### src/rtl/lu_issue_stage.sv
// lu_issue_stage
//   Operand issue and result-capture stage placed in front of the
//   combinational logic_unit. Incoming (a, b, sel) operations are buffered in
//   a DEPTH-entry FIFO. The head entry is driven onto lu_a/lu_b/lu_sel. The
//   returned lu_res is captured into a valid/ready output slot.
//
// Ports
//   clk, rst_n            : clock (rising edge), async active-low reset
//   in_valid/in_ready     : upstream handshake
//   in_a, in_b, in_sel    : operation accepted when in_valid && in_ready
//   lu_a, lu_b, lu_sel    : head FIFO entry to logic_unit (zero when empty)
//   lu_res                : combinational result from logic_unit
//   out_valid/out_ready   : downstream handshake
//   out_res, out_sel      : captured result and the sel that produced it
//   count                 : FIFO occupancy, 0..DEPTH
//   out_zero              : registered (lu_res == 0) flag, only present when
//                           LU_ISSUE_ZERO_FLAG_EN is defined
//
// Handshake rule: a transfer happens on a rising edge where valid && ready.
// valid does not depend on ready. in_ready is a function of registered
// occupancy only and never looks at out_ready.
module lu_issue_stage #(
  parameter int WIDTH = 64,
  parameter int DEPTH = 4
) (
  input  logic                       clk,
  input  logic                       rst_n,
  input  logic                       in_valid,
  output logic                       in_ready,
  input  logic [WIDTH-1:0]           in_a,
  input  logic [WIDTH-1:0]           in_b,
  input  logic [2:0]                 in_sel,
  output logic [WIDTH-1:0]           lu_a,
  output logic [WIDTH-1:0]           lu_b,
  output logic [2:0]                 lu_sel,
  input  logic [WIDTH-1:0]           lu_res,
  output logic                       out_valid,
  input  logic                       out_ready,
  output logic [WIDTH-1:0]           out_res,
  output logic [2:0]                 out_sel,
  output logic [$clog2(DEPTH):0]     count
`ifdef LU_ISSUE_ZERO_FLAG_EN
  ,
  output logic                       out_zero
`endif
);

  localparam int PTR_W = $clog2(DEPTH);
  localparam int CNT_W = PTR_W + 1;

  logic [WIDTH-1:0] mem_a_q   [DEPTH];
  logic [WIDTH-1:0] mem_a_d   [DEPTH];
  logic [WIDTH-1:0] mem_b_q   [DEPTH];
  logic [WIDTH-1:0] mem_b_d   [DEPTH];
  logic [2:0]       mem_sel_q [DEPTH];
  logic [2:0]       mem_sel_d [DEPTH];

  logic [PTR_W-1:0] wr_ptr_q, wr_ptr_d;
  logic [PTR_W-1:0] rd_ptr_q, rd_ptr_d;
  logic [CNT_W-1:0] count_q, count_d;
  logic             out_valid_q, out_valid_d;
  logic [WIDTH-1:0] out_res_q, out_res_d;
  logic [2:0]       out_sel_q, out_sel_d;
`ifdef LU_ISSUE_ZERO_FLAG_EN
  logic             out_zero_q, out_zero_d;
`endif

  logic not_empty;
  logic push;
  logic pop;

  assign not_empty = (count_q != '0);
  assign in_ready  = (count_q < CNT_W'(DEPTH));
  assign push      = in_valid && in_ready;
  // The head is registered, so an op pushed into an empty FIFO cannot pop
  // in the same cycle: not_empty is still low.
  assign pop       = not_empty && (!out_valid_q || out_ready);

  assign lu_a   = not_empty ? mem_a_q[rd_ptr_q]   : '0;
  assign lu_b   = not_empty ? mem_b_q[rd_ptr_q]   : '0;
  assign lu_sel = not_empty ? mem_sel_q[rd_ptr_q] : '0;

  assign out_valid = out_valid_q;
  assign out_res   = out_res_q;
  assign out_sel   = out_sel_q;
  assign count     = count_q;
`ifdef LU_ISSUE_ZERO_FLAG_EN
  assign out_zero  = out_zero_q;
`endif

  always_comb begin
    mem_a_d     = mem_a_q;
    mem_b_d     = mem_b_q;
    mem_sel_d   = mem_sel_q;
    wr_ptr_d    = wr_ptr_q;
    rd_ptr_d    = rd_ptr_q;
    count_d     = count_q;
    out_valid_d = out_valid_q;
    out_res_d   = out_res_q;
    out_sel_d   = out_sel_q;
`ifdef LU_ISSUE_ZERO_FLAG_EN
    out_zero_d  = out_zero_q;
`endif

    if (push) begin
      mem_a_d[wr_ptr_q]   = in_a;
      mem_b_d[wr_ptr_q]   = in_b;
      mem_sel_d[wr_ptr_q] = in_sel;
      // DEPTH is a power of two, so the pointer wraps naturally.
      wr_ptr_d            = wr_ptr_q + PTR_W'(1);
    end

    if (pop) begin
      out_res_d   = lu_res;
      out_sel_d   = lu_sel;
      out_valid_d = 1'b1;
`ifdef LU_ISSUE_ZERO_FLAG_EN
      out_zero_d  = (lu_res == '0);
`endif
      rd_ptr_d    = rd_ptr_q + PTR_W'(1);
    end else if (out_valid_q && out_ready) begin
      // Consumer took the result and nothing replaces it: data holds.
      out_valid_d = 1'b0;
    end

    if (push && !pop) begin
      count_d = count_q + CNT_W'(1);
    end else if (pop && !push) begin
      count_d = count_q - CNT_W'(1);
    end
  end

  always_ff @(posedge clk or negedge rst_n) begin
    if (!rst_n) begin
      for (int i = 0; i < DEPTH; i++) begin
        mem_a_q[i]   <= '0;
        mem_b_q[i]   <= '0;
        mem_sel_q[i] <= '0;
      end
      wr_ptr_q    <= '0;
      rd_ptr_q    <= '0;
      count_q     <= '0;
      out_valid_q <= 1'b0;
      out_res_q   <= '0;
      out_sel_q   <= '0;
`ifdef LU_ISSUE_ZERO_FLAG_EN
      out_zero_q  <= 1'b0;
`endif
    end else begin
      mem_a_q     <= mem_a_d;
      mem_b_q     <= mem_b_d;
      mem_sel_q   <= mem_sel_d;
      wr_ptr_q    <= wr_ptr_d;
      rd_ptr_q    <= rd_ptr_d;
      count_q     <= count_d;
      out_valid_q <= out_valid_d;
      out_res_q   <= out_res_d;
      out_sel_q   <= out_sel_d;
`ifdef LU_ISSUE_ZERO_FLAG_EN
      out_zero_q  <= out_zero_d;
`endif
    end
  end

endmodule

### config.mk
export PLATFORM = sky130hd
export DESIGN_NAME = lu_issue_stage
export DESIGN_NICKNAME = d
export VERILOG_FILES = /design/src/rtl/lu_issue_stage.sv
export SDC_FILE = /design/constraint.sdc
export NUM_CORES = 1
export LEC_CHECK = 0
export CAP_MARGIN = 40
export CORE_MARGIN = 2
export CORE_UTILIZATION = 59
export DETAILED_ROUTE_END_ITERATION = 7
export GPL_TIMING_DRIVEN = 0
export HOLD_SLACK_MARGIN = 0.12
export PLACE_DENSITY = 0.86
export SKIP_CTS_REPAIR_TIMING = 1
export SLEW_MARGIN = 20
export SYNTH_ARGS = -nofsm -noshare
export SYNTH_HDL_FRONTEND = slang
export SYNTH_SLANG_ARGS = --single-unit
### constraint.sdc
create_clock -name clk -period 3.62 [get_ports clk]
set_input_delay 0.724 -clock clk [delete_from_list [all_inputs] [get_ports clk]]
set_output_delay 0.724 -clock clk [all_outputs]
set_load 0.01 [all_outputs]
; ---- Word-level counts from Yosys, hierarchy flattened
; Cells that the tools add are included.
[op_classes]
addsub = 4
mul = 0
n_div = 0
magnitude_cmp = 4
eq_ne = 0
shift = 0
mux = 23
bitwise = 2
reduce_logical = 13
[op_table]
columns = op, count
row1 = $bwmux 256, 2
row2 = $mux 64, 7
row3 = $bmux 64 s2, 2
row4 = $demux 64 s2, 1
row5 = $mux 3, 6
row6 = $bwmux 12, 1
row7 = $bmux 3 s2, 1
row8 = $demux 3 s2, 1
row9 = $ge 3x3->1 const B, 2
row10 = $logic_and 1x1->1, 6
row11 = $not 2->3, 2
row12 = $add 2x1->2 const B, 2
row13 = $reduce_bool 2->1, 2
row14 = $add 3x1->3 const B, 1
row15 = $logic_not 1->1, 3
row16 = $lt 3x1->1 const B, 1
row17 = $lt 3x3->1 const B, 1
row18 = $reduce_bool 3->1, 1
row19 = $sub 3x1->3 const B, 1
row20 = $mux 1, 2
row21 = $logic_or 1x1->1, 1
[word_totals]
regBits = 599
latch_bits = 0
mem_bits_rw = 0
mem_bits_ro = 0
inputBits = 199
out_inout_bits = 203
word_cells = 64
memories = 0

; ---- Longest topological paths before layout
; Gate-level depths: netlist of the first run.
[depth]
depth_word = 6
mapped_depth = 11
ltp_nobuf = 9

; ---- Least setup slack after synthesis of the first run
; No wires, ideal clock.
[synth_path]
path_kind = input -> register
startpoint = input out_ready
endpoint = register count_q[2], in the netlist count[2]
setup_time_ps = 80
t_arrival_ps = 2310
t_required_ps = 3540
setup_slack_ps = 1230
cell_stages = 11
n_path_buf = 2
cell_sequence = nand2b_1 -> nor2b_1 -> buf_2 -> buf_2 -> inv_2 -> ha_1 -> inv_1 -> fa_1 -> xor2_1 -> nor2_1 -> xnor2_1
[synth_between]
elab_chain_cells = 5
word_cells_on_any_way = 7
cone_classes = 1 x mux / 6 x reduce/logical
[synth_rtl]
columns = item, line
row1 = start: declaration, 38  ; input logic out_ready,
row2 = $logic_or 1x1->1 *, 77  ; assign pop = not_empty && (!out_valid_q || out_ready);
row3 = $logic_and 1x1->1 *, 77
row4 = $logic_not 1->1, 126  ; if (push && !pop) begin
row5 = $logic_and 1x1->1, 126
row6 = $mux 3 or $reduce_bool 2->1 (tied branches), -
row7 = end signal: assignment, 155  ; count_q <= count_d;
row8 = end: declaration, 60  ; logic [CNT_W-1:0] count_q, count_d;
; Every way passes the cells marked *; elsewhere a longest branch is shown, timed or not.
; A chain may end at the register's enable or synchronous reset.

; ---- Final worst setup path of the first run
[layout_path]
startpoint = register rd_ptr_q[1]
endpoint = output lu_b[1]
[layout_between]
elab_chain_cells = 5
[layout_rtl]
columns = item, line
row1 = start: declaration, 59  ; logic [PTR_W-1:0] rd_ptr_q, rd_ptr_d;
row2 = start signal: assignment, 154  ; rd_ptr_q <= rd_ptr_d;
row3 = $not 2->3 (implied by the code), 80  ; assign lu_b = not_empty ? mem_b_q[rd_ptr_q] : '0;
row4 = $bmux 64 s2, 80
row5 = $mux 64 (implied by the code) (2 in series), 80
row6 = $mux 64, 80
row7 = end: declaration, 34  ; output logic [WIDTH-1:0] lu_b,
; Every way passes these cells. The select of a mux whose other input is x is not followed.

==> results of run 1 <==
## per-stage QoR
stage                util  instance area (um^2)  hold slack, ns
global placement    0.704                 31100           0.467
floorplan               -                 26300           0.428
CTS                 0.752                 33200         0.00737
global route        0.754                 33300           0.500
finish              0.754                 33300           0.484
detailed placement  0.708                 31300           0.475
## kinds of logic (layout without fill, tap and decap cells)
kind of cell,after synthesis,after routing,share of synthesized area
adder cells (fa/ha/maj),6,6,0.00314
XOR/XNOR,6,6,0.00200
flip-flops,599,599,0.570
buffers and inverters,114,634,0.0242
multiplexers,723,723,0.367
AO/OA/AOI/OAI,1,1,0.000190
other,0,7,0
AND/OR/NAND/NOR,143,143,0.0340
## area by class of cell
type                    count  area, um^2  area share
flip-flops and latches    599       15000       0.450
repair buffers            413        4260       0.128
diodes                      7        17.5    0.000526
clock buffers              91        1780      0.0534
multi-input cells         879       10700       0.321
well taps                 592         741      0.0223
clock inverters            17         141     0.00425
inverters                   5        18.8    0.000564
plain buffers             108         652      0.0196
## flip-flops by register name, summed over array words and instances, names as in the netlist
signal / cells
count: 3
mem_a_q: 256
mem_b_q: 256
mem_sel_q: 12
out_res: 64
out_sel: 3
out_valid: 1
rd_ptr_q: 2
wr_ptr_q: 2
## cells in the final DEF, fill, tap and decap left out, types with 2 or more instances in the layout
| cell type | netlist | final |
|---|---|---|
| mux2_4 | 10 | 10 |
| buf_16 | 0 | 6 |
| dlymetal6s2s_1 | 0 | 3 |
| buf_2 | 58 | 55 |
| clkdlybuf4s50_1 | 0 | 397 |
| inv_1 | 4 | 4 |
| ha_1 | 5 | 5 |
| clkinv_2 | 0 | 13 |
| mux2_2 | 162 | 162 |
| xnor2_1 | 4 | 4 |
| mux2_1 | 420 | 420 |
| bufinv_16 | 0 | 2 |
| dfrtp_1 | 599 | 599 |
| clkbuf_1 | 24 | 24 |
| clkbuf_2 | 0 | 10 |
| nand2_2 | 3 | 3 |
| clkbuf_4 | 0 | 6 |
| buf_4 | 18 | 20 |
| nor2b_1 | 133 | 133 |
| diode_2 | 0 | 7 |
| mux4_2 | 131 | 131 |
| nand2_1 | 3 | 3 |
| buf_6 | 9 | 10 |
| clkbuf_16 | 0 | 59 |
| clkbuf_8 | 0 | 18 |
| xor2_1 | 2 | 2 |
| buf_8 | 0 | 2 |
## worst reg2reg max path, cell delays in order, from the launching register on
cell	delay, ns
dfrtp_1	0.50
nor3_4	0.09
buf_12	0.14
nor2b_1	0.10
buf_2	0.23
buf_2	0.41
inv_2	0.08
ha_1	0.23
inv_1	0.10
fa_1	0.45
mux2_2	0.27
## power by group
part           leakage, nW  internal, mW  switching (mW)  total, mW
combinational         6.08          9.00            6.14       15.1
sequential            7.17          10.0            1.66       11.7
clock                0.957          3.50            2.54       6.04
## worst min-delay path by stage
stage,startpoint,to,depth (start not counted)
finish,mem_a_q[20]$_DFFE_PN0P_,mem_a_q[20]$_DFFE_PN0P_,1
global route,mem_a_q[158]$_DFFE_PN0P_,mem_a_q[158]$_DFFE_PN0P_,1
CTS,rst_n,mem_a_q[240]$_DFFE_PN0P_,1
detailed placement,out_res[44]$_DFFE_PN0P_,out_res[44]$_DFFE_PN0P_,1
global placement,out_res[43]$_DFFE_PN0P_,out_res[43]$_DFFE_PN0P_,1
floorplan,rst_n,count[0]$_DFFE_PN0P_,0
## routing by layer
layer | GRT usage | wire [um] | vias to the layer above
met1 | 0.349 | 24700 | 8166
li1 | - | - | 6756
met3 | 0.0677 | 4190 | 131
met2 | 0.469 | 32200 | 459
met4 | 0.111 | 2270 | 8
met5 | 0 | 45 | -
==> reports/results.ini, run 1 <==
[status]
status=complete, no violations

[floorplan]
die-height_um=215
io_pins=402
initial_core_util=0.596
die-area_um2=46300
placementRows=77
die_w_um=215
core_um2=44100

[yosys]
synth_edf_count=0
synth_ff_type=dfrtp_1
synth_area_per_cell_um2=16.5
async_flop_share=1.00
ys_seq_area_frac=0.570
synth_nets=1797
yosysWarnings=0
netlist_instances=1592
ys_seq_elements=599
netlist_area_um2=26300
ys_top_cells_by_area=dfrtp_1 (57%), mux2_1 (18%), mux4_2 (11%), mux2_2 (6.9%), nor2b_1 (3.2%)
synthDistinctLibCells=23
synth_common_cells=dfrtp_1 (599), mux2_1 (420), mux2_2 (162)
synth.most_common_cell=dfrtp_1
yosysTopAreaCellShare=0.570
yosys.area.top_type=dfrtp_1

[setup_path]
worstPathArrival_ns=2.80
cpPeakStageDelay_ns=0.59
critPathKind=reg -> out
crit_buf_inv=4
r2r-start=count[2]$_DFFE_PN0P_
cp.depth=6
cpLargestDelayFamily=buffers and inverters
crit_chain=buf_2 -> buf_4 -> buf_2 -> mux4_2 -> nor2b_1 -> clkdlybuf4s50_1
worstSetupEndpointType=output pin
reg2reg_to=count[1]$_DFFE_PN0P_
crit_path_end=lu_b[1]
cpMostUsedCell=buf_2
cp_max_fo=11
r2r_slack_ns=0.91
worstSetupStartpoint=rd_ptr_q[1]$_DFFE_PN0P_
ff2ff_path_depth=10
crit_path_start_kind=flop
cp_slowest_cell=clkdlybuf4s50_1
crit_required_ns=2.90

[route]
drcViolationCount=0
wl_um=63500
final_antenna_net_count=0
wl_per_cell_um=23.4
firstDrtPassIters=5
vias=15500
first_iter_violations=763
routed_via_density=5.72

[clock_tree]
clock_path_buffers=3
clk_latency_ns=0.61
cts_sinks=599
cts_made_buffers=58
cts_tree=yes
clkTransAtPathRegs_ns=0.06
cts-root-buf=clkbuf_16
h-tree-depth=2

[cells_and_area]
nNetsFinal=2269
instances_no_fill=2711
drive_gt1_frac=0.242
area_delta_synth_final_pct=26.5
fill_cells=2654

[timing]
finalSetupViolCount=0
setup_tns_ns=0
slew_viol_final=0
layout_setup_ws_ns=0.0927
worst_pin_slew_ns=0.695
fmax_ghz=0.284
slew_headroom=0.537
post-route-period-util=0.974
finalHoldViolations=0
skew_ns=0.0189
period_needed_ns=3.53

[placement]
dp_hpwl_um=43700
gp_congestion=0.869
dpl_worst_slack_ns=0.0645
dpl.cell_count=2592
io_buffers=401

[grt]
overflow=0
grt_pass1_vias=17100
grt_usage=0.278
grt_max_degree=101
antenna_found_initial=11
grt_pass1_wl_um=98900

[job]
max_cap_viol_count=0

[power_and_ir_drop]
p_leak_nw=14.2
powerDensity_nw_per_um2=988
irDropWorstVdd_uv=658
total_power_mw=32.9

[hold_path]
hold_class=reg -> reg

Note: power is estimated with default switching activity, not from simulation.
==> run 2, diff against run 1 <==
==> constraint.sdc (replaced) <==
create_clock -name clk -period 3.62 [get_ports clk]
set_input_delay 0.543 -clock clk [delete_from_list [all_inputs] [get_ports clk]]
set_output_delay 0.543 -clock clk [all_outputs]
set_load 0.01 [all_outputs]
==> reports/results.ini, run 2 (synthesis gave the netlist of run 1 again) <==
[route]
final_antenna_net_count=0  ; unchanged
wl_per_cell_um=23.4  ; about the same
routed_via_density=5.69  ; -0.59%
drcViolationCount=0  ; unchanged
vias=15400  ; -0.59%
firstDrtPassIters=5  ; unchanged
wl_um=63500  ; about the same
first_iter_violations=838  ; +9.8%

[timing]
worst_pin_slew_ns=0.715  ; +0.0206 ns
rsz0062_at_grt=false
slew_viol_final=0  ; unchanged
period_needed_ns=3.49  ; -0.0409 ns
layout_setup_ws_ns=0.134  ; +0.0409 ns
finalHoldViolations=0  ; unchanged
finalSetupViolCount=0  ; unchanged
skew_ns=0.0186  ; -0.000278 ns
whs_ns=0.434  ; -0.0501 ns
slew_headroom=0.523  ; -0.0137
post-route-period-util=0.963  ; -0.0113
fmax_ghz=0.287  ; +1.2%

[placement]
gp_congestion=0.869  ; unchanged
dpl_worst_slack_ns=0.245  ; +0.181 ns
io_buffers=401  ; unchanged
dp_hpwl_um=43700  ; unchanged

[clock_tree]
clock_path_buffers=3  ; unchanged
cts_tree=yes
clk_latency_ns=0.61  ; about the same
h-tree-depth=2  ; unchanged
cts-root-buf=clkbuf_16
cts_sinks=599  ; unchanged
cts_made_buffers=58  ; unchanged
clkTransAtPathRegs_ns=0.06  ; about the same

[setup_path]
crit_chain=nor3_4 -> buf_12 -> clkbuf_1 -> clkbuf_1 -> nor2b_1 -> clkdlybuf4s50_1
critPathKind=reg -> out
cpPeakStageDelay_ns=0.53  ; -0.06 ns
worstSetupEndpointType=output pin
worstPathArrival_ns=2.94  ; +0.14 ns
cpMostUsedCell=clkbuf_1
crit_buf_inv=4  ; unchanged
cpLargestDelayFamily=buffers and inverters
cp_slowest_cell=clkdlybuf4s50_1
crit_path_start_kind=flop
cp_max_fo=10  ; -1
crit_required_ns=3.08  ; +0.18 ns

[floorplan]
placementRows=77  ; unchanged
core_um2=44100  ; unchanged
die-area_um2=46300  ; unchanged
initial_core_util=0.596  ; unchanged
die-height_um=215  ; unchanged
io_pins=402  ; unchanged
die_w_um=215  ; unchanged

[power_and_ir_drop]
irDropWorstVdd_uv=660  ; +0.26%
powerDensity_nw_per_um2=988  ; about the same
p_leak_nw=14.2  ; -0.36%

[hold_path]
hold_class=in -> async

[grt]
grt_max_degree=101  ; unchanged
antenna_found_initial=11  ; unchanged
grt_usage=0.278  ; unchanged
grt_pass1_vias=17100  ; unchanged
grt_pass1_wl_um=98900  ; unchanged
overflow=0  ; unchanged

[status]
status=complete, no violations

[cells_and_area]
final_common_cell=dfrtp_1
nNetsFinal=2270  ; +0.044%
drive_gt1_frac=0.241  ; -0.00153
area_delta_synth_final_pct=26.4  ; about the same
final_cell_mix=dfrtp_1 (599), mux2_1 (420), clkdlybuf4s50_1 (400), mux2_2 (162), nor2b_1 (133)

[job]
max_cap_viol_count=0  ; unchanged

run 2: cell count changes in the layout (fill, tap and decap cells not counted), moves of 3 or more:
cell             before  now
clkbuf_1             24   28
clkbuf_4              6    0
dlymetal6s2s_1        3    0
buf_2                55   58
clkdlybuf4s50_1     397  400
run 2: where the power goes:
group	internal [mW]	leakage [nW]	switching, mW
clock	3.50	0.957	2.55
sequential	10.0	7.17	1.66
combinational	8.98	6.03	6.14
total	22.5	14.2	10.3
run 2: worst paths after layout:
path | from | to | slack (ns) | cells after the start
max | count[1]$_DFFE_PN0P_ | lu_a[42] | 0.13 | 6
min | rst_n | mem_a_q[240]$_DFFE_PN0P_ | 0.43 | 2
max reg2reg | count[2]$_DFFE_PN0P_ | count[1]$_DFFE_PN0P_ | 0.90 | 10
min reg2reg | mem_a_q[20]$_DFFE_PN0P_ | mem_a_q[20]$_DFFE_PN0P_ | 0.48 | 1
max in group asynchronous | rst_n | mem_b_q[41]$_DFFE_PN0P_ | 1.11 | 6
min in group clk | mem_a_q[20]$_DFFE_PN0P_ | mem_a_q[20]$_DFFE_PN0P_ | 0.48 | 1
run 2: metal layers:
layer	GRT usage	up-vias	wire [um]
li1	-	6752	-
met2	0.469	422	32200
met4	0.111	8	2270
met5	0	-	45
met3	0.0677	129	4010
met1	0.349	8118	24900
run 2: cell type report:
class	instances	area (um^2)
timing repair buffer	413	4250
multi-input combinational	879	10700
clock buffer	91	1780
buffer	109	629
clock inverter	17	141
tap	592	741
inverter	5	18.8
sequential	599	15000
fill	2655	10900
antenna	6	15.0
run 2: stage by stage:
stage	std cells	TNS [ns]	power, mW	util	cell area, um^2
floorplan	1592	0	20.1	-	26300
global placement	2585	-	26.2	0.704	31100
detailed placement	2592	0	26.9	0.708	31300
CTS	2700	-18.08	33.1	0.752	33200
global route	2709	0	34.6	0.753	33200
finish	2711	0	32.8	0.754	33200
